File: src/rtl/gpio_input_conditioner_pkg.sv
// ---------------------------------------------------------------------------
// gpio_pkg
// Shared definitions for the GPIO input front end and the TL-UL GPIO slave.
// Both blocks import this package so the pin count and debounce counter
// width stay consistent across the subsystem.
//
// Contents:
//   GPIO_WIDTH    number of GPIO pins handled by the slave (16)
//   GPIO_DB_CW    default debounce counter / threshold width (8)
//   GPIO_SYNC     default synchroniser depth (2)
//   gpio_vec_t    one bit per GPIO pin
//   gpio_db_cnt_t debounce counter / threshold value
// ---------------------------------------------------------------------------
package gpio_pkg;

  localparam int GPIO_WIDTH = 16;
  localparam int GPIO_DB_CW = 8;
  localparam int GPIO_SYNC  = 2;

  typedef logic [GPIO_WIDTH-1:0] gpio_vec_t;
  typedef logic [GPIO_DB_CW-1:0] gpio_db_cnt_t;

endpackage : gpio_pkg

File: src/rtl/gpio_pin_debounce.sv
// ---------------------------------------------------------------------------
// gpio_pin_debounce
// Single-pin front end: a metastability synchroniser chain followed by an
// optional debouncer that only commits a new level once the synchronised
// input has disagreed with the committed level for threshold+1 consecutive
// cycles.
//
// Parameters:
//   SYNC_STAGES  flops in the synchroniser chain (2 or more)
//   DB_CW        debounce counter / threshold width
//
// Ports:
//   clk           block clock
//   rst_n         asynchronous active-low reset, clears every flop to 0
//   pin           raw asynchronous pad input
//   db_enable     debounce enable for this pin (quasi-static)
//   db_threshold  shared debounce threshold T (quasi-static)
//   level         committed (conditioned) pin level
// ---------------------------------------------------------------------------
module gpio_pin_debounce
  import gpio_pkg::*;
#(
  parameter int SYNC_STAGES = GPIO_SYNC,
  parameter int DB_CW       = GPIO_DB_CW
) (
  input  logic             clk,
  input  logic             rst_n,
  input  logic             pin,
  input  logic             db_enable,
  input  logic [DB_CW-1:0] db_threshold,
  output logic             level
);

  logic [SYNC_STAGES-1:0] sync_reg;
  logic                   synced;
  logic [DB_CW-1:0]       cnt_reg;
  logic [DB_CW-1:0]       cnt_next;
  logic                   level_reg;
  logic                   level_next;

  // Shift register synchroniser; bit 0 is the first flop off the pad.
  always_ff @(posedge clk or negedge rst_n) begin
    if (!rst_n) begin
      sync_reg <= '0;
    end else begin
      sync_reg <= {sync_reg[SYNC_STAGES-2:0], pin};
    end
  end

  assign synced = sync_reg[SYNC_STAGES-1];

  // The counter tracks how many consecutive cycles the synchronised input
  // has already disagreed with the committed level. Commit happens on the
  // cycle the count has reached T, so T+1 mismatching cycles are required.
  // Using >= means a threshold lowered below an in-flight count commits on
  // the very next mismatch, and the counter can never wrap.
  always_comb begin
    level_next = level_reg;
    cnt_next   = cnt_reg;
    if (!db_enable) begin
      level_next = synced;
      cnt_next   = '0;
    end else if (synced == level_reg) begin
      cnt_next   = '0;
    end else if (cnt_reg >= db_threshold) begin
      level_next = synced;
      cnt_next   = '0;
    end else begin
      cnt_next   = cnt_reg + DB_CW'(1);
    end
  end

  always_ff @(posedge clk or negedge rst_n) begin
    if (!rst_n) begin
      level_reg <= 1'b0;
      cnt_reg   <= '0;
    end else begin
      level_reg <= level_next;
      cnt_reg   <= cnt_next;
    end
  end

  assign level = level_reg;

endmodule : gpio_pin_debounce

File: src/rtl/gpio_input_conditioner.sv
// ---------------------------------------------------------------------------
// gpio_input_conditioner
// Per-pin input front end for the TL-UL GPIO slave. Each pad is synchronised
// and optionally debounced; the resulting clean levels drive the slave's
// inputs_i bus. Edges on the conditioned levels can be captured into sticky
// pending bits that raise a level interrupt.
//
// Build option:
//   GPIO_INPUT_EDGE_IRQ_EN  when defined, edge detection, pending_o and irq_o
//                           are implemented; when undefined they are compiled
//                           out, pending_o/irq_o read 0 and the edge controls
//                           are ignored. inputs_o is identical in both builds.
//
// Parameters:
//   WIDTH        number of GPIO input pins
//   SYNC_STAGES  synchroniser depth per pin (2 or more)
//   DB_CW        debounce counter / threshold width
//
// Ports:
//   gpio_clock_i    block clock
//   gpio_reset_ni   asynchronous active-low reset
//   pins_i          raw asynchronous pad inputs
//   db_enable_i     per-pin debounce enable (quasi-static)
//   db_threshold_i  shared debounce threshold T (quasi-static)
//   rise_en_i       per-pin rising-edge capture enable
//   fall_en_i       per-pin falling-edge capture enable
//   pending_clr_i   one-cycle write-1-to-clear mask for pending bits
//   inputs_o        conditioned pin levels
//   pending_o       sticky edge-pending flags
//   irq_o           high while any pending bit is set
// ---------------------------------------------------------------------------
module gpio_input_conditioner
  import gpio_pkg::*;
#(
  parameter int WIDTH       = GPIO_WIDTH,
  parameter int SYNC_STAGES = GPIO_SYNC,
  parameter int DB_CW       = GPIO_DB_CW
) (
  input  logic             gpio_clock_i,
  input  logic             gpio_reset_ni,
  input  logic [WIDTH-1:0] pins_i,
  input  logic [WIDTH-1:0] db_enable_i,
  input  logic [DB_CW-1:0] db_threshold_i,
  input  logic [WIDTH-1:0] rise_en_i,
  input  logic [WIDTH-1:0] fall_en_i,
  input  logic [WIDTH-1:0] pending_clr_i,
  output logic [WIDTH-1:0] inputs_o,
  output logic [WIDTH-1:0] pending_o,
  output logic             irq_o
);

  logic [WIDTH-1:0] level;

  // One independent synchroniser + debouncer per pin.
  generate
    for (genvar gi = 0; gi < WIDTH; gi++) begin : g_pin
      gpio_pin_debounce #(
        .SYNC_STAGES (SYNC_STAGES),
        .DB_CW       (DB_CW)
      ) u_pin_debounce (
        .clk          (gpio_clock_i),
        .rst_n        (gpio_reset_ni),
        .pin          (pins_i[gi]),
        .db_enable    (db_enable_i[gi]),
        .db_threshold (db_threshold_i),
        .level        (level[gi])
      );
    end
  endgenerate

  assign inputs_o = level;

`ifdef GPIO_INPUT_EDGE_IRQ_EN

  logic [WIDTH-1:0] prev_reg;
  logic [WIDTH-1:0] pending_reg;
  logic [WIDTH-1:0] pending_next;
  logic [WIDTH-1:0] rise;
  logic [WIDTH-1:0] fall;
  logic             irq_reg;

  // prev resets to 0, so a level that is already high once the pipeline
  // fills looks like a rising edge; that is intended.
  always_comb begin
    rise         = level & ~prev_reg & rise_en_i;
    fall         = ~level & prev_reg & fall_en_i;
    // New edges are ORed in after the clear so a same-cycle set wins.
    pending_next = (pending_reg & ~pending_clr_i) | rise | fall;
  end

  always_ff @(posedge gpio_clock_i or negedge gpio_reset_ni) begin
    if (!gpio_reset_ni) begin
      prev_reg    <= '0;
      pending_reg <= '0;
      irq_reg     <= 1'b0;
    end else begin
      prev_reg    <= level;
      pending_reg <= pending_next;
      // Registered from the next pending value so irq_o tracks pending_o
      // cycle for cycle instead of lagging it.
      irq_reg     <= |pending_next;
    end
  end

  assign pending_o = pending_reg;
  assign irq_o     = irq_reg;

`else

  // Edge controls are deliberately ignored in this build; the reduction
  // keeps them referenced under a name lint treats as intentionally unused.
  logic unused_edge_inputs;
  assign unused_edge_inputs = ^{rise_en_i, fall_en_i, pending_clr_i};

  assign pending_o = '0;
  assign irq_o     = 1'b0;

`endif

endmodule : gpio_input_conditioner

File: config.mk
export PLATFORM = sky130hd
export DESIGN_NAME = gpio_input_conditioner
export DESIGN_NICKNAME = d
export VERILOG_FILES = /design/src/rtl/gpio_input_conditioner_pkg.sv /design/src/rtl/gpio_pin_debounce.sv /design/src/rtl/gpio_input_conditioner.sv
export SDC_FILE = /design/constraint.sdc
export NUM_CORES = 1
export LEC_CHECK = 0
export CORE_ASPECT_RATIO = 1.1
export CORE_MARGIN = 2
export CORE_UTILIZATION = 45
export CTS_CLUSTER_DIAMETER = 50
export DETAILED_ROUTE_END_ITERATION = 10
export PLACE_DENSITY = 0.72
export SYNTH_ARGS = -nofsm -noshare
export SYNTH_HDL_FRONTEND = slang
export SYNTH_SLANG_ARGS = --single-unit
File: constraint.sdc
create_clock -name gpio_clock_i -period 2.33 [get_ports gpio_clock_i]
set_input_delay 0.466 -clock gpio_clock_i [delete_from_list [all_inputs] [get_ports gpio_clock_i]]
set_output_delay 0.466 -clock gpio_clock_i [all_outputs]
set_load 0.05 [all_outputs]
* Word level (Yosys, flattened, before mapping)
Cells that the tools add are included.
** Word-level totals
- Logic and storage cells :: 240
- Output and inout port bits :: 33
- Bits in registers :: 176
- Input bits :: 90
** Operators by class
- Magnitude comparators :: 16
- Add/subtract/negate cells :: 16
- Reductions and logical operators :: 16
- Equal/unequal tests :: 48
- Muxes and demuxes :: 96
** Operator list (number)
- 8-bit 2-to-1 mux :: 48
- 8-bit by 1-bit adder with 8-bit output (second input constant) :: 16
- 8-bit >= comparator :: 16
- 1-bit 2-to-1 mux :: 48
- 2-bit by 1-bit inequality test with 1-bit output (second input constant) :: 16
- 2-bit inequality test (second input constant) :: 16
- 2-bit AND reduction :: 16
- 1-bit == test :: 16

* Logic depth before layout (Yosys ltp)
Gate-level depths: netlist of run 1.
- Depth after elaboration :: 4
- Gate-level depth with buffers :: 6
- Mapped depth without buffers :: 6

* By module
A second synthesis of run 1 with hierarchy kept.
** Second synthesis, totals
- Cells, all modules :: 1010
- Area, all modules :: 10861.7 µm²
** Modules (own cells, without submodules)
- gpio_pin_debounce :: area each 670.6 µm², cells each 62, sequential area each 275.3 µm², times used 16
- gpio_input_conditioner :: area each 131.4 µm², cells each 18, sequential area each 0.0 µm², times used 1

* Worst setup path before layout of run 1
No wires, ideal clock.
- Kind :: in2reg
- Start :: input db_threshold_i[6]
- End :: register g_pin[14].u_pin_debounce.level_reg
- Required time :: 2202 ps
- Cell stages on the path :: 6
- Library setup time :: 128 ps
- Setup slack :: 109 ps
- Arrival time :: 2093 ps
- Buffers on the path :: 0
- Cells stage by stage :: inv_1 ha_1 a21o_1 a2111oi_4 o31ai_1 mux2_1
** Between the ends
- Longest elaborated chain between the ends :: 3
** RTL lines
- start, declared :: RTL line gpio_input_conditioner.sv:43 : input logic [DB_CW-1:0] db_threshold_i,
- 8-bit >= comparator :: RTL line gpio_pin_debounce.sv:65 : end else if (cnt_reg >= db_threshold) begin
- 2-bit by 1-bit inequality test with 1-bit output (no line)
- 2-bit AND reduction (no line)
- end signal, assigned :: RTL line gpio_pin_debounce.sv:78 : level_reg <= level_next;
- end, declared :: RTL line gpio_pin_debounce.sv:38 : logic level_reg;
No other way between the ends.
A chain may end at the register's enable or synchronous reset.

* Final worst setup path of run 1
- Start :: input db_threshold_i[6]
- End :: register g_pin[8].u_pin_debounce.cnt_reg[2]
** Between the ends
- Longest elaborated chain between the ends :: 4
** RTL lines
- 8-bit >= comparator :: RTL line gpio_pin_debounce.sv:65
- 8-bit 2-to-1 mux :: RTL line gpio_pin_debounce.sv:65
- 8-bit 2-to-1 mux :: RTL line gpio_pin_debounce.sv:63 : end else if (synced == level_reg) begin
- 8-bit 2-to-1 mux :: RTL line gpio_pin_debounce.sv:60 : if (!db_enable) begin
- via g_pin[8].u_pin_debounce.cnt_next[2] :: RTL line gpio_pin_debounce.sv:37 : logic [DB_CW-1:0] cnt_next;
- end signal, assigned :: RTL line gpio_pin_debounce.sv:79 : cnt_reg <= cnt_next;
- end, declared :: RTL line gpio_pin_debounce.sv:36 : logic [DB_CW-1:0] cnt_reg;
The timed path passes the listed nets, and every way through them passes these cells.

==> results of run 1 <==
cells in the mapped netlist (all sizes together) (10+ instances only):
cell type,count,area share
xnor2,29,0.024
nand2,30,0.011
o21a,10,0.0071
and3,41,0.024
buf,33,0.023
nand2b,23,0.014
inv,49,0.017
o211ai,14,0.0099
xor2,83,0.068
nand3,76,0.036
a21o,15,0.011
dfrtp,176,0.41
a2111oi,18,0.034
nor2,85,0.030
nor3,52,0.025
ha,144,0.17
cell type report:
type	count	area, um^2	share of cell area
well taps	300	375	0.0291
inverters	49	184	0.0142
clock buffers	19	453	0.0351
multi-input cells	727	5940	0.460
clock inverters	13	161	0.0125
repair buffers	145	1400	0.108
flip-flops and latches	176	4400	0.341
kinds of logic after synthesis:
logic type	share of synthesized area
AND/OR/NAND/NOR	0.163
flip-flops	0.415
adder cells (fa/ha/maj)	0.170
XOR/XNOR	0.0924
AO/OA/AOI/OAI	0.110
buffers and inverters	0.0407
multiplexers	0.00954
other	0.000353
metrics by stage:
step / hold slack [ns] / instances
after global routing: 0.351 / 1429
after CTS: 0.349 / 1429
after global placement: 0.333 / 1396
final: 0.347 / 1429
after floorplan: 0.170 / 985
after detailed placement: 0.335 / 1396
power by group:
group,switching [uW],internal [uW],total [uW]
Clock,1230,1750,2970
Sequential,115,3160,3280
Combinational,659,489,1150
repair_timing:
action,4_1_cts,5_1_grt
hold buffers,1,0
gates resized for setup,0,14
hold endpoints to repair,29,0
setup endpoints to repair,0,61
routing by layer:
metal	global-route usage	up-vias
met5	0	-
met4	0.0648	0
met3	0.0236	23
met2	0.322	108
met1	0.227	3683
li1	-	3724
worst max-delay path by stage:
| stage | start | endpoint | slack, ns | cells after the start |
|---|---|---|---|---|
| after floorplan | db_threshold_i[6] | g_pin[14].u_pin_debounce.level | 0.11 | 6 |
| after global placement | db_threshold_i[6] | g_pin[4].u_pin_debounce.cnt_reg[7] | -0.35 | 9 |
| after detailed placement | db_threshold_i[6] | g_pin[7].u_pin_debounce.cnt_reg[6] | -0.40 | 9 |
| after CTS | db_threshold_i[6] | g_pin[3].u_pin_debounce.cnt_reg[6] | 0.03 | 9 |
| after global routing | db_threshold_i[6] | g_pin[14].u_pin_debounce.cnt_reg[3] | -0.04 | 9 |
| final | db_threshold_i[6] | g_pin[8].u_pin_debounce.cnt_reg[2] | 0.08 | 9 |
==> flow_summary.json, run 1 <==
{
  "largest_reg_flops": 128,
  "drt-total-wl_um": 21500,
  "critPathLaunchType": "primary input",
  "start_util": 0.462,
  "cts_max_path_buffers": 2,
  "critical_path_required_ns": 2.67,
  "die_w_um": 150,
  "min_period_ns": 2.25,
  "mostFrequentLayoutCell": "dfrtp_1",
  "drc": 0,
  "cts.clk_slew.worst_paths_ns": 0.07,
  "grt-ovfl-total": 0,
  "grt_util_all_layers": 0.182,
  "dp_slack_ns": -0.404,
  "status": "completed",
  "ys_warn_count": 0,
  "yosys_register_bits": 176,
  "critPathMaxStageDelay_ns": 0.45,
  "rows": 58,
  "cp_slowest_cell": "clkdlybuf4s50_1",
  "async_flop_share": 1.00,
  "seq_area_frac_synth": 0.415,
  "antenna_cells": 0,
  "cts_setup_buffers": 0,
  "final_cell_mix": "176 x dfrtp_1, 144 x ha_1, 85 x nor2_1",
  "wl_met3_um": 617,
  "vias_per_cell": 5.28,
  "pin_count": 123,
  "period_share": 0.966,
  "vias": 7538,
  "holdPathEnd": "g_pin[4].u_pin_debounce.sync_reg[1]",
  "wl_per_cell_um": 15.1,
  "hold_depth": 0,
  "io_buffers": 57,
  "grt_pass1_wl_um": 36000,
  "fin_util": 0.561,
  "cp_data_arrival_time_ns": 2.59,
  "r2r_start": "g_pin[3].u_pin_debounce.cnt_reg[0]",
  "fillers": 1917,
  "dp_hpwl_um": 15000,
  "insertion_delay_ns": 0.42,
  "final_area_um2": 12900,
  "drt-initial-drc-count": 300,
  "hold_start": "g_pin[4].u_pin_debounce.sync_reg[0]",
  "setup_viol_count_final": 0,
  "synth_edf_count": 0,
  "worst_pin_slew_ns": 0.621,
  "cts_root_buffer": "clkbuf_16",
  "layout-drive-gt1-share": 0.161,
  "final_nets": 1350,
  "tns_ns": 0,
  "r2r_setup_slack_ns": 0.27,
  "drtPass1Iterations": 5,
  "detail-route-antenna-nets": 0,
  "yosys.cell_types.count": 36,
  "pwr_density_cell_nw_per_um2": 573,
  "rsz0062_at_grt": "true",
  "setup_ws_ns": 0.0786,
  "p_total_uw": 7400,
  "clock-skew-final_ns": 0.00804,
  "dpl_cell_area_um2": 12200,
  "peakVddDrop_mv": 0.373,
  "cts_tree": "built",
  "crit_fanout": 11,
  "r2r_end": "g_pin[3].u_pin_debounce.level",
  "rr_worst_depth": 6,
  "yosys_most_used_dff": "dfrtp_1",
  "path_buf_inv": 4,
  "dieArea_um2": 24800,
  "antenna_found_initial": 0,
  "cp_cell_sequence": "clkdlybuf4s50_1 -> inv_1 -> buf_12 -> buf_12 -> ha_1 -> and3_1 -> a221oi_2 -> nand2_1 -> nor3_1",
  "path_class": "in -> reg",
  "syn_area_um2": 10600,
  "cts.sinks": 176,
  "p_leak_uw": 0.00616,
  "end_kind": "flop",
  "wl_met1_um": 9500,
  "syn_inst": 969,
  "maxClockFrequency_mhz": 444,
  "drv_slew": 0,
  "topRoutingLayerUsed": "met4",
  "slew_headroom": 0.585,
  "gp_congestion": 0.812,
  "core_area_um2": 23000,
  "ctsHtreeMaxLevel": 4,
  "hold_class": "reg -> reg",
  "area_growth_pct": 21.6,
  "fp.dieH_um": 165,
  "routed-wl-met2_um": 11000,
  "grt_max_degree": 59,
  "finalHoldViolations": 0,
  "critical_path.top_delay_family": "buffers and inverters",
  "drv_cap": 0,
  "cts-buffers-inserted": 17,
  "crit_top_cell": "buf_12",
  "grt_pass1_vias": 7629,
  "synth_area_per_cell_um2": 11.0
}
Note: power is estimated with default switching activity, not from simulation.
==> inputs of run 2 (changes only) <==
--- a/config.mk
+++ b/config.mk
@@ -12,4 +12,5 @@
 export DETAILED_ROUTE_END_ITERATION = 10
 export PLACE_DENSITY = 0.72
+export RECOVER_POWER = 25
 export SYNTH_ARGS = -nofsm -noshare
 export SYNTH_HDL_FRONTEND = slang
==> constraint.sdc (replaced) <==
create_clock -name gpio_clock_i -period 2.33 [get_ports gpio_clock_i]
set_input_delay 0.466 -clock gpio_clock_i [delete_from_list [all_inputs] [get_ports gpio_clock_i]]
set_output_delay 0.466 -clock gpio_clock_i [all_outputs]
set_load 0.005 [all_outputs]
==> flow_summary.json, run 2 (synthesis results as in run 1) <==
{
  "status": "completed",
  "crit_fanout": 11,
  "pwr_density_cell_nw_per_um2": 561,
  "p_sw_frac": 0.256,
  "area_growth_pct": 21.4,
  "critPathLaunchType": "primary input",
  "p_sw_uw": 1850,
  "antenna_cells": 0,
  "ctsHtreeMaxLevel": 4,
  "insertion_delay_ns": 0.42,
  "grt_pass1_wl_um": 36000,
  "pin_count": 123,
  "drt-total-wl_um": 21500,
  "cts_max_path_buffers": 2,
  "cp_data_arrival_time_ns": 2.59,
  "vias": 7522,
  "seqCellArea_um2": 4400,
  "finalHoldViolations": 0,
  "rows": 58,
  "p_total_uw": 7240,
  "worst_pin_slew_ns": 0.876,
  "multi_input_area_um2": 5940,
  "seq_power_share": 0.453,
  "path_class": "in -> reg",
  "final_cell_mix": "176 x dfrtp_1, 144 x ha_1, 85 x nor2_1",
  "final_area_um2": 12900,
  "fillers": 1917,
  "period_share": 0.967,
  "layout-drive-gt1-share": 0.161,
  "critical_path_required_ns": 2.67,
  "cts.clk_slew.worst_paths_ns": 0.07,
  "mostFrequentLayoutCell": "dfrtp_1",
  "setup_viol_count_final": 0,
  "grt-ovfl-total": 0,
  "vias_per_cell": 5.26,
  "pwr-share-clk": 0.411,
  "core_area_um2": 23000,
  "start_util": 0.462,
  "grt_util_all_layers": 0.182,
  "drc": 0,
  "cts.sinks": 176,
  "dp_hpwl_um": 15000,
  "hold_class": "reg -> reg",
  "drv_slew": 0,
  "fp.dieH_um": 165,
  "die_w_um": 150,
  "cts-buffers-inserted": 17,
  "drtPass1Iterations": 6,
  "cts_setup_buffers": 0,
  "cts_root_buffer": "clkbuf_16",
  "clock-skew-final_ns": 0.00788,
  "final_nets": 1350,
  "gp_congestion": 0.812,
  "min_period_ns": 2.25,
  "intPower_uw": 5390,
  "drv_cap": 0,
  "peakVddDrop_mv": 0.373,
  "slew_headroom": 0.416,
  "wl_per_cell_um": 15.1,
  "p_leak_uw": 0.00616,
  "end_kind": "flop",
  "p_comb_frac": 0.137,
  "grt_max_degree": 59,
  "io_buffers": 57,
  "grt_pass1_vias": 7629,
  "cts_tree": "built",
  "maxClockFrequency_mhz": 444,
  "antenna_found_initial": 0,
  "dieArea_um2": 24800,
  "detail-route-antenna-nets": 0,
  "drt-initial-drc-count": 301,
  "rsz0062_at_grt": "true",
  "largest_reg_flops": 128,
  "dpl_cell_area_um2": 12200
}
==> run 2: cell types whose count changed in the layout (fill, tap and decap cells not counted), sizes merged <==
cell,previous run,this run
clkbuf,19,21
buf,88,86
dlygate4sd3,1,17
clkdlybuf4s50,56,40
==> run 2: critical path, stage by stage <==
cell and delay (ns):
clkdlybuf4s50_1 0.45, inv_1 0.06, buf_12 0.16, buf_12 0.14
ha_1 0.31, and3_1 0.22, a221oi_2 0.30, nand2_1 0.24
nor3_1 0.24
==> run 2: routing by layer <==
metal	GRT usage	share of wire	vias to the layer above
li1	-	-	3723
met1	0.227	0.44	3659
met2	0.322	0.51	115
met3	0.0236	0.030	25
met4	0.0648	0.020	0
met5	0	0	-
==> run 2: path summary, 6_finish.rpt <==
kind	startpoint	endpoint	slack, ns	cells past startpoint
setup / recovery	db_threshold_i[6]	g_pin[8].u_pin_debounce.cnt_reg[2]	0.08	9
hold / removal	g_pin[4].u_pin_debounce.sync_reg[0]	g_pin[4].u_pin_debounce.sync_reg[1]	0.35	0
setup reg to reg	g_pin[3].u_pin_debounce.cnt_reg[0]	g_pin[3].u_pin_debounce.level	0.27	6
hold reg to reg	g_pin[4].u_pin_debounce.sync_reg[0]	g_pin[4].u_pin_debounce.sync_reg[1]	0.35	0
max in group asynchronous	gpio_reset_ni	g_pin[8].u_pin_debounce.cnt_reg[0]	0.47	3
min in group asynchronous	gpio_reset_ni	g_pin[14].u_pin_debounce.sync_reg[0]	0.70	2
==> run 2: through the flow <==
step	hold slack [ns]	cells	utilization	TNS [ns]	worst slack (ns)
3_3_place_gp	0.333	1396	0.530	-42.62	-0.353
4_1_cts	0.349	1429	0.557	0	0.0278
3_5_place_dp	0.335	1396	0.530	-46.60	-0.404
5_1_grt	0.351	1429	0.561	-0.120	-0.0447
6_report	0.347	1429	0.561	0	0.0758
2_1_floorplan	0.170	985	-	0	0.109
==> run 2: layout make-up <==
class,count,area share
Clock inverter,13,0.0125
Clock buffer,19,0.0351
Inverter,49,0.0143
Timing Repair Buffer,145,0.107
Tap cell,300,0.0291
Multi-Input combinational cell,727,0.461
Sequential cell,176,0.342
==> run 2: what timing repair did <==
| item | CTS | global route |
|---|---|---|
| endpoints found under the hold margin | 29 | 0 |
| hold buffers | 1 | 0 |
| setup endpoints to repair | 0 | 61 |
| resized for setup | 0 | 14 |
==> run 2: power by group through the flow <==
stage	logic [uW]	clock network [uW]	registers (uW)
global placement	936	0	3330
finish	988	2970	3280
floorplan	551	0	3300
CTS	977	3040	3280
global route	1110	3160	3290
detailed placement	967	0	3330
==> inputs of run 3 (changes only) <==
- CORE_MARGIN: 2 -> 4
- MAX_ROUTING_LAYER: unset -> met4
==> flow_summary.json, run 3 (synthesis results as in run 1) <==
{
  "antenna_cells": 0,
  "start_util": 0.460,
  "critPathMaxStageDelay_ns": 0.45,
  "worst_pin_slew_ns": 1.32,
  "cp_cell_sequence": "clkdlybuf4s50_1 -> inv_1 -> buf_12 -> buf_12 -> ha_1 -> and3_1 -> a221oi_2 -> nand2_2 -> nor3_1",
  "hold_class": "reg -> reg",
  "drt-initial-drc-count": 239,
  "insertion_delay_ns": 0.43,
  "dieArea_um2": 26100,
  "period_share": 0.961,
  "cts_tree": "built",
  "peakVddDrop_mv": 0.407,
  "die_w_um": 154,
  "io_buffers": 57,
  "area_growth_pct": 22.6,
  "mostFrequentLayoutCell": "dfrtp_1",
  "core_area_um2": 23100,
  "rr_worst_depth": 6,
  "cts.clk_slew.worst_paths_ns": 0.07,
  "drv_slew": 0,
  "maxClockFrequency_mhz": 446,
  "cp_slowest_cell": "clkdlybuf4s50_1",
  "status": "completed",
  "largest_reg_flops": 128,
  "gp_congestion": 0.843,
  "slew_headroom": 0.120,
  "critical_path_required_ns": 2.65,
  "cts_setup_buffers": 0,
  "crit_fanout": 11,
  "finalHoldViolations": 0,
  "antenna_found_initial": 0,
  "cts.sinks": 176,
  "grt_max_degree": 49,
  "grt-ovfl-total": 0,
  "drv_cap": 0,
  "min_period_ns": 2.24,
  "vias_per_cell": 5.28,
  "dp_hpwl_um": 15600,
  "critPathLaunchType": "primary input",
  "routed-wl-met2_um": 11500,
  "drc": 0,
  "vias": 7585,
  "cts-buffers-inserted": 17,
  "final_cell_mix": "176 x dfrtp_1, 144 x ha_1, 85 x nor2_1",
  "rows": 58,
  "timing.hold.ws_ns": 0.348,
  "cp_data_arrival_time_ns": 2.56,
  "cts_max_path_buffers": 2,
  "dp_slack_ns": -0.382,
  "hold_depth": 0,
  "wl_per_cell_um": 15.4,
  "pin_count": 123,
  "drt-total-wl_um": 22100,
  "wl_met1_um": 9580,
  "p_leak_uw": 0.00623,
  "crit_top_cell": "buf_12",
  "topRoutingLayerUsed": "met4",
  "cts_root_buffer": "clkbuf_16",
  "layout-drive-gt1-share": 0.165,
  "wl_met3_um": 588,
  "ctsHtreeMaxLevel": 4,
  "fp.dieH_um": 169,
  "end_kind": "flop",
  "final_nets": 1358,
  "grt_util_all_layers": 0.182,
  "drtPass1Iterations": 4,
  "pwr_density_cell_nw_per_um2": 567,
  "grt_pass1_wl_um": 37700,
  "clock-skew-final_ns": 0.00782,
  "path_class": "in -> reg",
  "setup_viol_count_final": 0,
  "detail-route-antenna-nets": 0,
  "grt_pass1_vias": 7990,
  "setup_ws_ns": 0.0899
}
[run 3: cell types whose count changed in the layout (fill, tap and decap cells not counted), moves of 2 or more]
| cell | before | now |
|---|---|---|
| buf_12 | 12 | 15 |
| inv_6 | 1 | 3 |
| clkinvlp_4 | 4 | 2 |
| buf_4 | 74 | 80 |
[run 3: area by class of cell]
type | instances | area, um^2
timing repair buffer | 153 | 1480
clock buffer | 20 | 457
clock inverter | 12 | 180
inverter | 49 | 184
tap | 300 | 375
multi-input combinational | 727 | 5940
fill | 1949 | 10100
sequential | 176 | 4400
[run 3: worst paths after layout]
check                                                  endpoint  slack [ns]                                 from
min in group asynchronous  g_pin[14].u_pin_debounce.sync_reg[0]        0.87                        gpio_reset_ni
hold reg to reg             g_pin[0].u_pin_debounce.sync_reg[1]        0.35  g_pin[0].u_pin_debounce.sync_reg[0]
setup / recovery            g_pin[12].u_pin_debounce.cnt_reg[4]        0.09                    db_threshold_i[6]
setup reg to reg                  g_pin[4].u_pin_debounce.level        0.33   g_pin[4].u_pin_debounce.cnt_reg[0]
max in group asynchronous   g_pin[13].u_pin_debounce.cnt_reg[4]        0.52                        gpio_reset_ni
hold / removal              g_pin[0].u_pin_debounce.sync_reg[1]        0.35  g_pin[0].u_pin_debounce.sync_reg[0]
[run 3: per-layer routing]
layer / up-vias / global-route usage
met3: 33 / 0.0253
met2: 95 / 0.316
met1: 3708 / 0.216
li1: 3749 / -
met4: 0 / 0.0630
met5: - / -
[run 3: through the flow]
step | power [uW] | util | instances | TNS [ns] | area (um^2)
floorplan | 3850 | - | 985 | 0 | 10700
global placement | 4280 | 0.532 | 1404 | -42.32 | 12300
detailed placement | 4320 | 0.532 | 1404 | -46.52 | 12300
CTS | 7450 | 0.560 | 1437 | 0 | 12900
global route | 7720 | 0.564 | 1437 | -0.0527 | 13000
finish | 7380 | 0.564 | 1437 | 0 | 13000
[run 3: worst max-delay path: cells and delay by family]
family                   cells  cell delay (ns)
AO/OA/AOI/OAI                1             0.32
adder cells (fa/ha/maj)      1             0.30
buffers and inverters        4             0.80
AND/OR/NAND/NOR              3             0.66
[run 3: repair_timing]
item | CTS | global route
endpoints found under the setup margin | 0 | 72
hold buffers | 1 | 0
hold endpoints to repair | 37 | 0
gates resized for setup | 0 | 14
[run 3: where the power goes]
part	total (uW)	internal, uW	switching (uW)
combinational	1010	499	515
sequential	3270	3160	113
clock	3100	1860	1230
